===== config.mk =====
export PLATFORM = sky130hd
export DESIGN_NAME = ram_8_sequencer
export DESIGN_NICKNAME = d
export VERILOG_FILES = /design/src/rtl/ram_8_sequencer.sv
export SDC_FILE = /design/constraint.sdc
export NUM_CORES = 1
export LEC_CHECK = 0
export CAP_MARGIN = 10
export CORE_ASPECT_RATIO = 1.5
export CORE_UTILIZATION = 31
export CTS_BUF_LIST = sky130_fd_sc_hd__clkbuf_16
export DETAILED_ROUTE_END_ITERATION = 8
export PLACE_DENSITY = 0.87
export SLEW_MARGIN = 40
export SYNTH_ARGS = -nofsm -noshare
export SYNTH_HDL_FRONTEND = slang
export SYNTH_SLANG_ARGS = --single-unit

===== constraint.sdc =====
create_clock -name clock -period 4.41 [get_ports clock]
set_input_delay 0.882 -clock clock [delete_from_list [all_inputs] [get_ports clock]]
set_output_delay 0.882 -clock clock [all_outputs]
set_load 0.01 [all_outputs]

===== src/rtl/ram_8_sequencer.sv =====
`default_nettype none
// ============================================================================
// Module      : ram_8_sequencer
// Description : Store-and-forward burst initiator for an 8-word RAM port.
//               Optional checksum enabled by macro RAM_SEQ_CHECKSUM_EN.
// Revision    : 1.0 - initial release
// ============================================================================
module ram_8_sequencer #(
    parameter int WIDTH = 16
) (
    input  logic             clock,
    input  logic             reset_n,
    input  logic             start,
    input  logic [2:0]       len_m1,
    input  logic             abort,
    input  logic [WIDTH-1:0] in_data,
    input  logic             in_valid,
    output logic             in_ready,
    output logic [WIDTH-1:0] out_data,
    output logic             out_valid,
    input  logic             out_ready,
    output logic [WIDTH-1:0] ram_in,
    output logic [2:0]       ram_address,
    output logic             ram_load,
    input  logic [WIDTH-1:0] ram_out,
    output logic             busy,
    output logic             done,
    output logic [WIDTH-1:0] checksum
);

    typedef enum logic [1:0] {
        IDLE  = 2'd0,
        FILL  = 2'd1,
        DRAIN = 2'd2
    } state_t;

    state_t     r_state;
    state_t     w_state_next;
    logic [2:0] r_ptr;
    logic [2:0] w_ptr_next;
    logic [2:0] r_last;
    logic [2:0] w_last_next;
    logic       w_in_hs;
    logic       w_out_hs;
    logic       w_sum_clear;

    always_ff @(posedge clock or negedge reset_n) begin
        if (!reset_n) begin
            r_state <= IDLE;
            r_ptr   <= 3'd0;
            r_last  <= 3'd0;
        end else begin
            r_state <= w_state_next;
            r_ptr   <= w_ptr_next;
            r_last  <= w_last_next;
        end
    end

    // The RAM read is combinational, so the drain word is simply the RAM output.
    assign out_data = ram_out;
    assign busy     = (r_state != IDLE);

    always_comb begin
        w_state_next = r_state;
        w_ptr_next   = r_ptr;
        w_last_next  = r_last;
        in_ready     = 1'b0;
        out_valid    = 1'b0;
        ram_load     = 1'b0;
        ram_address  = 3'd0;
        ram_in       = '0;
        done         = 1'b0;
        w_in_hs      = 1'b0;
        w_out_hs     = 1'b0;
        w_sum_clear  = 1'b0;

        case (r_state)
            IDLE: begin
                if (start && !abort) begin
                    w_last_next  = len_m1;
                    w_ptr_next   = 3'd0;
                    w_state_next = FILL;
                    w_sum_clear  = 1'b1;
                end
            end

            FILL: begin
                ram_address = r_ptr;
                ram_in      = in_data;
                in_ready    = !abort;
                w_in_hs     = in_valid && !abort;
                ram_load    = w_in_hs;
                if (abort) begin
                    w_ptr_next   = 3'd0;
                    w_state_next = IDLE;
                end else if (w_in_hs) begin
                    if (r_ptr == r_last) begin
                        w_ptr_next   = 3'd0;
                        w_state_next = DRAIN;
                    end else begin
                        w_ptr_next = r_ptr + 3'd1;
                    end
                end
            end

            DRAIN: begin
                ram_address = r_ptr;
                out_valid   = !abort;
                w_out_hs    = out_ready && !abort;
                if (abort) begin
                    w_ptr_next   = 3'd0;
                    w_state_next = IDLE;
                end else if (w_out_hs) begin
                    if (r_ptr == r_last) begin
                        done         = 1'b1;
                        w_ptr_next   = 3'd0;
                        w_state_next = IDLE;
                    end else begin
                        w_ptr_next = r_ptr + 3'd1;
                    end
                end
            end

            default: begin
                w_ptr_next   = 3'd0;
                w_state_next = IDLE;
            end
        endcase
    end

`ifdef RAM_SEQ_CHECKSUM_EN
    logic [WIDTH-1:0] r_sum;

    always_ff @(posedge clock or negedge reset_n) begin
        if (!reset_n) begin
            r_sum <= '0;
        end else if (w_sum_clear) begin
            r_sum <= '0;
        end else if (w_out_hs) begin
            r_sum <= r_sum + ram_out;
        end
    end

    assign checksum = r_sum;
`else
    logic w_unused_sum;

    assign w_unused_sum = w_out_hs ^ w_sum_clear;
    assign checksum     = '0;
`endif

endmodule
`default_nettype wire


==> results of run 1 <==
## cells in the mapped netlist
master,number
buf_4,32
and2_1,21
dfrtp_1,8
inv_1,6
nand2b_1,6
ha_1,5
mux2_1,4
a31oi_1,3
xnor2_1,3
a21o_1,1
and3_1,1
and3_4,1
clkbuf_1,1
conb_1,1
mux2i_1,1
nand3_1,1
nand4_1,1
nor2_1,1
nor2b_1,1
o21ai_1,1
o21ai_2,1
o2bb2ai_1,1
o311ai_1,1
o311ai_4,1
or3_1,1
## kinds of logic after synthesis
family,after synthesis,synth area share (%)
adders and majority gates,5,6.86
other,1,0.411
buffers and inverters,39,29.2
xor gates and xnor gates,3,2.88
AOI/OAI and AO/OA,9,9.19
muxes,5,6.04
DFF,8,21.9
and+or+nand+nor,34,23.5
## critical path, cell delays in order
cell and delay (ns):
clkdlybuf4s50_1 0.57, nor2b_1 0.26, and3_1 0.19, clkdlybuf4s50_1 0.54
## area by class of cell
cell class                 instances  area, sq um
fill                             268         1410
multi-input combinational         72          502
timing repair buffer              48          480
sequential                         8          200
clock buffer                       3         75.1
tap                               37         46.3
inverter                           6         22.5
## layout by cell type, fill, tap and decap left out, types with 3 or more instances in the layout
| cell type | count |
|---|---|
| xnor2_1 | 3 |
| nand2b_1 | 6 |
| and2_1 | 21 |
| inv_1 | 6 |
| conb_1 | 16 |
| a31oi_1 | 3 |
| ha_1 | 5 |
| clkbuf_16 | 3 |
| dfrtp_1 | 8 |
| clkdlybuf4s50_1 | 48 |
| mux2_1 | 4 |
## state kept, by name, summed over array words and instances, names as in the netlist
signal,cells
r_last,3
r_ptr,3
r_state,2
## stage by stage
step,power [W],cells,worst slack (ns),instance area (sq um)
floorplan,0.000420,119,2.17,968
global placement,0.000582,171,1.09,1250
detailed placement,0.000599,171,1.07,1250
CTS,0.000756,174,1.07,1330
global route,0.000800,174,1.01,1330
finish,0.000745,174,1.08,1330
## power by group
part / switching (W) / internal [W]
sequential: 0.0000225 / 0.000103
clock: 0.0000344 / 0.000117
combinational: 0.000213 / 0.000255
total: 0.000270 / 0.000474
## routing by layer
layer,track usage (%),vias up,routed length (um)
met5,0,-,0
met4,10.7,0,68
met1,11.1,341,661
li1,-,355,-
met3,7.12,9,379
met2,24.8,64,1080
## how the worst max path moves through the flow
stage                     startpoint  slack [ns]  cells after the start  endpoint
after detailed placement       abort        1.07                      4      done
after CTS                      abort        1.07                      4      done
after floorplan                abort        2.17                      2      done
final                          abort        1.08                      4      done
after global routing           abort        1.01                      4      done
after global placement         abort        1.09                      5  ram_load
==> flow_metrics.env, run 1 <==
export IMPL_synth_area_top_cells="buf_4 (26%), dfrtp_1 (22%), and2_1 (14%)"
export IMPL_hpwl_um=1900
export IMPL_postCtsSetupBuffers=0
export IMPL_grt_usage_pct=14.1
export IMPL_fp_dieH_um=68.4
export IMPL_min_delay_start="r_last[1]"
export IMPL_critPathRequiredTime_ns=3.53
export IMPL_n_antenna_cell=0
export IMPL_timing_critical_path_arrival_ns=2.45
export IMPL_tritoncts="done"
export IMPL_maxCapViolations=0
export IMPL_cts_clk_slew_worst_paths_ns=0.04
export IMPL_htree_num_levels=1
export IMPL_yosys_warnings=0
export IMPL_fp_dieW_um=46.3
export IMPL_grt_max_degree=20
export IMPL_synth_seq_cells=8
export IMPL_unrepaired_setup_endpoints_after_global_routing="no"
export IMPL_status="completed"
export IMPL_max_clock_path_buffers=2
export IMPL_timing_hold_worst_class="reg -> reg"
export IMPL_syn_area_per_cell_sq_um=8.77
export IMPL_port_buffers=48
export IMPL_grt_overflow_total=0
export IMPL_start_kind="primary input"
export IMPL_hold_slack_ns=0.506
export IMPL_cellLeakagePower_nw=0.563
export IMPL_finalClockSkew_ns=0.000517
export IMPL_route_detailed_vias_per_inst=4.42
export IMPL_setup_total_negative_slack_ns=0
export IMPL_synth_cell_types=25
export IMPL_drive_gt1_share_pct=4.38
export IMPL_timing_final_setup_violations=0
export IMPL_synth_top_cell_area_share_pct=26.3
export IMPL_fp_row_count=23
export IMPL_postCtsResizedCells=0
export IMPL_fp_coreArea_sq_um=2730
export IMPL_reg2regPathDepth=6
export IMPL_start_util_pct=33.4
export IMPL_remaining_antenna_violation_count=0
export IMPL_regToRegEndpoint="r_state[0]"
export IMPL_powerDensity_nw_per_um2=561
export IMPL_cp_end_kind="output pin"
export IMPL_detail_route_drc_violations=0
export IMPL_antenna_found_initial=0
export IMPL_cts_hold_repair_buffers=0
export IMPL_power_ir_vdd_worst_uv=370
export IMPL_post_synth_top_area_cell="buf_4"
export IMPL_ios=97
export IMPL_clock_insertion_delay_at_the_later_pin_of_the_skew_report_ns=0.23
export IMPL_nNetsFinal=185
export IMPL_syn_area_sq_um=912
export IMPL_cts_buffers=3
export IMPL_clkSinkCount=8
export IMPL_drt_initial_drc_count=9
export IMPL_synth_cells=104
export IMPL_rr_startpoint="r_state[1]"
export IMPL_crit_path_max_fanout=7
export IMPL_reg2reg_setup_slack_ns=2.51
export IMPL_timing_final_crit_share_pct=75.6
export IMPL_hold_viol_final=0
export IMPL_synth_yosys_seq_area_share_pct=21.9
export IMPL_fmax_ghz=0.300
export IMPL_post_drt_wl_per_cell_um=12.6
export IMPL_area_growth_pct=45.4
export IMPL_post_route_util_pct=48.5
export IMPL_clk_root_buffer_cell="clkbuf_16"
export IMPL_worstSetupPathType="in -> out"
export IMPL_whs_path_depth=1
export IMPL_drt_first_pass_iters=2
export IMPL_route_vias_total=769
export IMPL_final_min_clock_period_ns=3.33
export IMPL_number_of_global_route_vias_before_repair=676
export IMPL_wire_length_of_the_first_global_routing_pass_um=2990
export IMPL_dieArea_sq_um=3170
export IMPL_gp_congestion=0.797
export IMPL_timing_max_transition_violations_final=0
export IMPL_endpoint_of_the_worst_hold_timing_path="r_last[1]"
export IMPL_drt_total_wl_um=2180
Note: power is estimated with default switching activity, not from simulation.
==> run 2: changes to the inputs <==
--- a/config.mk
+++ b/config.mk
@@ -7,10 +7,10 @@
 export LEC_CHECK = 0
 export CAP_MARGIN = 10
 export CORE_ASPECT_RATIO = 1.5
-export CORE_UTILIZATION = 31
+export CORE_UTILIZATION = 26
 export CTS_BUF_LIST = sky130_fd_sc_hd__clkbuf_16
 export DETAILED_ROUTE_END_ITERATION = 8
-export PLACE_DENSITY = 0.87
+export PLACE_DENSITY = 0.78
 export SLEW_MARGIN = 40
 export SYNTH_ARGS = -nofsm -noshare
 export SYNTH_HDL_FRONTEND = slang
==> constraint.sdc (replaced) <==
create_clock -name clock -period 3 [get_ports clock]
set_input_delay 0.6 -clock clock [delete_from_list [all_inputs] [get_ports clock]]
set_output_delay 0.6 -clock clock [all_outputs]
set_load 0.01 [all_outputs]
==> run 2 against run 1 <==
  * Critical path depth rose by 1
  * Sequential share of layout area is 0.16 points lower
  * Cell count rose by 3.4%
  * Critical endpoint is now ram_load
  * Wire length down 16%
  * Register-to-register slack got worse by 1.2 ns
  * Largest cell class unchanged
  * Highest routed layer unchanged
  * Non-clock buffer count is 1 higher
==> flow_metrics.env, run 2 (synthesis results as in run 1) <==
export IMPL_crit_path_max_fanout=7
export IMPL_reg2regPathDepth=7
export IMPL_nNetsFinal=186
export IMPL_final_setup_slack_of_the_worst_path_ns=0.269
export IMPL_clk_root_buffer_cell="clkbuf_16"
export IMPL_cellLeakagePower_nw=0.568
export IMPL_maxCapViolations=0
export IMPL_worstSetupPathType="in -> out"
export IMPL_multi_input_gate_area_in_the_final_layout_sq_um=502
export IMPL_post_drt_wl_per_cell_um=10.2
export IMPL_remaining_antenna_violation_count=0
export IMPL_fp_coreArea_sq_um=3380
export IMPL_grt_usage_pct=10.1
export IMPL_ios=97
export IMPL_critPathRequiredTime_ns=2.40
export IMPL_critical_path_most_common_cell="clkdlybuf4s50_1"
export IMPL_powerDensity_nw_per_um2=820
export IMPL_unrepaired_setup_endpoints_after_global_routing="no"
export IMPL_gp_congestion=0.828
export IMPL_dieArea_sq_um=3750
export IMPL_final_design_area_no_fill_sq_um=1340
export IMPL_p_sw_w=0.000396
export IMPL_final_min_clock_period_ns=2.73
export IMPL_power_report_internal_total_w=0.000703
export IMPL_start_kind="primary input"
export IMPL_drt_first_pass_iters=4
export IMPL_fp_dieW_um=50.4
export IMPL_drt_initial_drc_count=5
export IMPL_tritoncts="done"
export IMPL_drt_total_wl_um=1840
export IMPL_crit_slowest_cell="clkdlybuf4s50_1"
export IMPL_timing_final_setup_violations=0
export IMPL_whs_path_depth=1
export IMPL_timing_max_transition_violations_final=0
export IMPL_start_util_pct=27.0
export IMPL_hpwl_um=1430
export IMPL_route_vias_total=751
export IMPL_cpPeakStageDelay_ns=0.57
export IMPL_most_used_cells_in_the_layout_excluding_fill_and_tap_cells="clkdlybuf4s50_1 (48), and2_1 (21), conb_1 (16)"
export IMPL_regToRegEndpoint="r_state[0]"
export IMPL_grt_max_degree=20
export IMPL_endpoint_of_the_worst_hold_timing_path="r_last[1]"
export IMPL_layout_cells_most_common="clkdlybuf4s50_1"
export IMPL_place_ws_ns=0.267
export IMPL_n_antenna_cell=0
export IMPL_cp_end_kind="output pin"
export IMPL_min_delay_start="r_last[1]"
export IMPL_top_regs="r_last: 3 flops, r_ptr: 3 flops, r_state: 2 flops"
export IMPL_detail_route_drc_violations=0
export IMPL_power_switching_share_pct=36.0
export IMPL_dpl_instance_area_sq_um=1260
export IMPL_area_growth_pct=46.9
export IMPL_antenna_found_initial=0
export IMPL_power_ir_vdd_worst_uv=445
export IMPL_power_frac_comb_pct=62.6
export IMPL_drive_gt1_share_pct=5.07
export IMPL_status="completed"
export IMPL_cts_buffers=3
export IMPL_hold_viol_final=0
export IMPL_reg2reg_setup_slack_ns=1.28
export IMPL_setup_total_negative_slack_ns=0
export IMPL_fp_dieH_um=74.5
export IMPL_finalClockSkew_ns=0.00332
export IMPL_wire_length_of_the_first_global_routing_pass_um=2770
export IMPL_timing_critical_path_arrival_ns=2.13
export IMPL_timing_hold_worst_class="reg -> reg"
export IMPL_max_clock_path_buffers=2
export IMPL_postCtsSetupBuffers=0
export IMPL_cts_hold_repair_buffers=0
export IMPL_rr_startpoint="r_state[1]"
export IMPL_seqCellArea_sq_um=200
export IMPL_htree_num_levels=1
export IMPL_port_buffers=48
export IMPL_timing_final_crit_share_pct=91.0
export IMPL_grt_overflow_total=0
export IMPL_postCtsResizedCells=0
export IMPL_crit_path_cell_trace="clkdlybuf4s50_1 > nand2b_1 > inv_1 > and2_1 > clkdlybuf4s50_1"
export IMPL_num_fill_cells=345
export IMPL_number_of_global_route_vias_before_repair=634
export IMPL_clock_power_share_pct=20.4
export IMPL_fp_row_count=26
export IMPL_seq_power_share_pct=17.0
export IMPL_clock_insertion_delay_at_the_later_pin_of_the_skew_report_ns=0.23
export IMPL_clkSinkCount=8
export IMPL_post_route_util_pct=39.6
export IMPL_fmax_ghz=0.366
export IMPL_route_detailed_vias_per_inst=4.17
export IMPL_cts_clk_slew_worst_paths_ns=0.04
-- run 2: power groups by stage --
stage / clock network [W] / logic, W / registers [W]
finish: 0.000224 / 0.000688 / 0.000186
global route: 0.000238 / 0.000757 / 0.000192
CTS: 0.000231 / 0.000696 / 0.000187
detailed placement: 0 / 0.000690 / 0.000187
global placement: 0 / 0.000689 / 0.000185
floorplan: 0 / 0.000438 / 0.000179
-- run 2: routing by layer --
metal	vias to the layer above	GRT usage, %	part of all wire, %
met1	322	10.1	37
met3	6	3.07	15
met5	-	0	0
met4	0	8.33	2.5
li1	357	-	-
met2	66	17.0	46
-- run 2: through the flow --
stage | hold slack (ns) | total power, W | instances
after floorplan | 0.304 | 0.000617 | 119
final | 0.505 | 0.00110 | 180
after global placement | 0.497 | 0.000874 | 177
after detailed placement | 0.504 | 0.000877 | 177
after global routing | 0.520 | 0.00119 | 180
after CTS | 0.511 | 0.00111 | 180
-- run 2: critical path: cells and delay by family --
kind	cells	cell delay (ns)
and+or+nand+nor	2	0.37
buffers and inverters	3	1.17
-- run 2: worst max-delay path by stage --
stage / startpoint / cells after the start / endpoint / slack, ns
floorplan: r_state[0] / 4 / done / 1.25
global placement: abort / 5 / ram_load / 0.29
detailed placement: abort / 5 / ram_load / 0.27
CTS: abort / 5 / ram_load / 0.27
global route: abort / 4 / done / 0.19
finish: abort / 5 / ram_load / 0.27
-- run 2: area by class of cell --
| type | instances | share of cell area, % |
|---|---|---|
| multi-input cells | 72 | 37.4 |
| inverters | 6 | 1.68 |
| well taps | 42 | 3.92 |
| repair buffers | 49 | 36.4 |
| flip-flops and latches | 8 | 14.9 |
| clock buffers | 3 | 5.60 |
==> run 3: changes to the inputs <==
--- a/config.mk
+++ b/config.mk
@@ -10,8 +10,9 @@
 export CORE_UTILIZATION = 26
 export CTS_BUF_LIST = sky130_fd_sc_hd__clkbuf_16
 export DETAILED_ROUTE_END_ITERATION = 8
-export PLACE_DENSITY = 0.78
+export PLACE_DENSITY = 0.79
 export SLEW_MARGIN = 40
 export SYNTH_ARGS = -nofsm -noshare
 export SYNTH_HDL_FRONTEND = slang
 export SYNTH_SLANG_ARGS = --single-unit
+export TNS_END_PERCENT = 30
==> run 3 against run 2 <==
  * Sequential power is essentially flat
  * Count of clock-buffer cells in the layout is the same
  * Sequential share of layout area grew 0.084 points
  * Cell count shrank 0.56%
  * Flip-flop and latch count is the same
  * Setup slack lost 0.0061 ns
  * Non-clock buffer count shrank 1
  * Critical path depth shrank 1
  * Worst hold slack gained 0.0028 ns
  * Largest cell class unchanged
==> flow_metrics.env, run 3 (synthesis results as in run 1) <==
export IMPL_status="completed"
export IMPL_startpoint="abort"
export IMPL_postCtsResizedCells=0
export IMPL_post_route_util_pct=39.4
export IMPL_cts_hold_repair_buffers=0
export IMPL_maxCapViolations=0
export IMPL_seqCellArea_sq_um=200
export IMPL_timing_critical_path_arrival_ns=2.14
export IMPL_hpwl_um=1560
export IMPL_htree_num_levels=1
export IMPL_final_min_clock_period_ns=2.74
export IMPL_fp_row_count=26
export IMPL_tritoncts="done"
export IMPL_power_ir_vdd_worst_uv=437
export IMPL_fp_dieW_um=50.4
export IMPL_postCtsSetupBuffers=0
export IMPL_grt_usage_pct=10.6
export IMPL_post_drt_wl_per_cell_um=10.5
export IMPL_cts_clk_slew_worst_paths_ns=0.04
export IMPL_most_used_cells_in_the_layout_excluding_fill_and_tap_cells="clkdlybuf4s50_1 (48), and2_1 (21), conb_1 (16)"
export IMPL_powerDensity_nw_per_um2=820
export IMPL_gp_congestion=0.774
export IMPL_wire_length_of_the_first_global_routing_pass_um=2950
export IMPL_detail_route_drc_violations=0
export IMPL_drt_initial_drc_count=6
export IMPL_drt_first_pass_iters=4
export IMPL_dieArea_sq_um=3750
export IMPL_area_growth_pct=46.1
export IMPL_fp_coreArea_sq_um=3380
export IMPL_nNetsFinal=185
export IMPL_cellLeakagePower_nw=0.563
export IMPL_drive_gt1_share_pct=4.38
export IMPL_setup_total_negative_slack_ns=0
export IMPL_unrepaired_setup_endpoints_after_global_routing="no"
export IMPL_ios=97
export IMPL_route_detailed_vias_per_inst=4.28
export IMPL_number_of_global_route_vias_before_repair=644
export IMPL_min_delay_start="r_last[0]"
export IMPL_drt_total_wl_um=1880
export IMPL_timing_final_crit_share_pct=91.2
export IMPL_clk_root_buffer_cell="clkbuf_16"
export IMPL_rr_startpoint="r_state[1]"
export IMPL_route_vias_total=767
export IMPL_hold_slack_ns=0.507
export IMPL_cp_end_kind="output pin"
export IMPL_worstSetupPathType="in -> out"
export IMPL_fmax_ghz=0.365
export IMPL_cts_buffers=3
export IMPL_critPathRequiredTime_ns=2.40
export IMPL_start_util_pct=27.0
export IMPL_grt_overflow_total=0
export IMPL_top_regs="r_last: 3 flops, r_ptr: 3 flops, r_state: 2 flops"
export IMPL_timing_max_transition_violations_final=0
export IMPL_clock_insertion_delay_at_the_later_pin_of_the_skew_report_ns=0.23
export IMPL_timing_final_setup_violations=0
export IMPL_remaining_antenna_violation_count=0
export IMPL_timing_hold_worst_class="reg -> reg"
export IMPL_num_fill_cells=344
export IMPL_multi_input_gate_area_in_the_final_layout_sq_um=502
export IMPL_clkSinkCount=8
export IMPL_n_antenna_cell=0
export IMPL_max_clock_path_buffers=2
export IMPL_finalClockSkew_ns=0.000220
export IMPL_layout_cells_most_common="clkdlybuf4s50_1"
export IMPL_crit_path_max_fanout=7
export IMPL_port_buffers=48
export IMPL_antenna_found_initial=0
export IMPL_start_kind="primary input"
export IMPL_fp_dieH_um=74.5
export IMPL_hold_viol_final=0
export IMPL_grt_max_degree=20
## run 3: cell count changes in the layout (fill, tap and decap cells not counted), sizes merged
| cell | previous run | this run |
|---|---|---|
| buf | 1 | 0 |
## run 3: area by class of cell
type	count	area share, %
multi-input combinational	72	37.7
clock buffer	3	5.63
timing repair buffer	48	36.1
tap	42	3.94
inverter	6	1.69
sequential	8	15.0
## run 3: worst paths after layout
| path | to | slack (ns) | cells after the start |
|---|---|---|---|
| hold / removal | r_last[0] | 0.51 | 1 |
| max in group asynchronous | r_state[0] | 2.08 | 1 |
| min in group asynchronous | r_last[1] | 0.65 | 1 |
| setup reg to reg | r_state[0] | 1.09 | 6 |
| hold reg to reg | r_last[0] | 0.51 | 1 |
| setup / recovery | done | 0.26 | 4 |
## run 3: worst max-delay path: stages
cell and delay (ns):
clkdlybuf4s50_1 0.56, nor2b_1 0.26, and3_1 0.19, clkdlybuf4s50_1 0.53
## run 3: stage by stage
step	std cells	instance area (sq um)	power, W	worst slack, ns
after CTS	179	1330	0.00110	0.258
after global placement	176	1260	0.000862	0.287
after detailed placement	176	1260	0.000877	0.260
after global routing	179	1330	0.00118	0.103
final	179	1330	0.00109	0.263
after floorplan	119	968	0.000617	1.25
## run 3: metal layers
layer	vias up	global-route usage (%)	routed length (um)
met4	0	6.17	48
met5	-	0	0
li1	355	-	-
met3	7	4.50	316
met2	70	18.5	812
met1	335	10.4	698
## run 3: power by group
group	internal (W)	switching [W]	leakage (nW)
clock network	0.000172	0.0000533	0.0370
registers	0.000152	0.0000347	0.102
logic	0.000374	0.000307	0.424
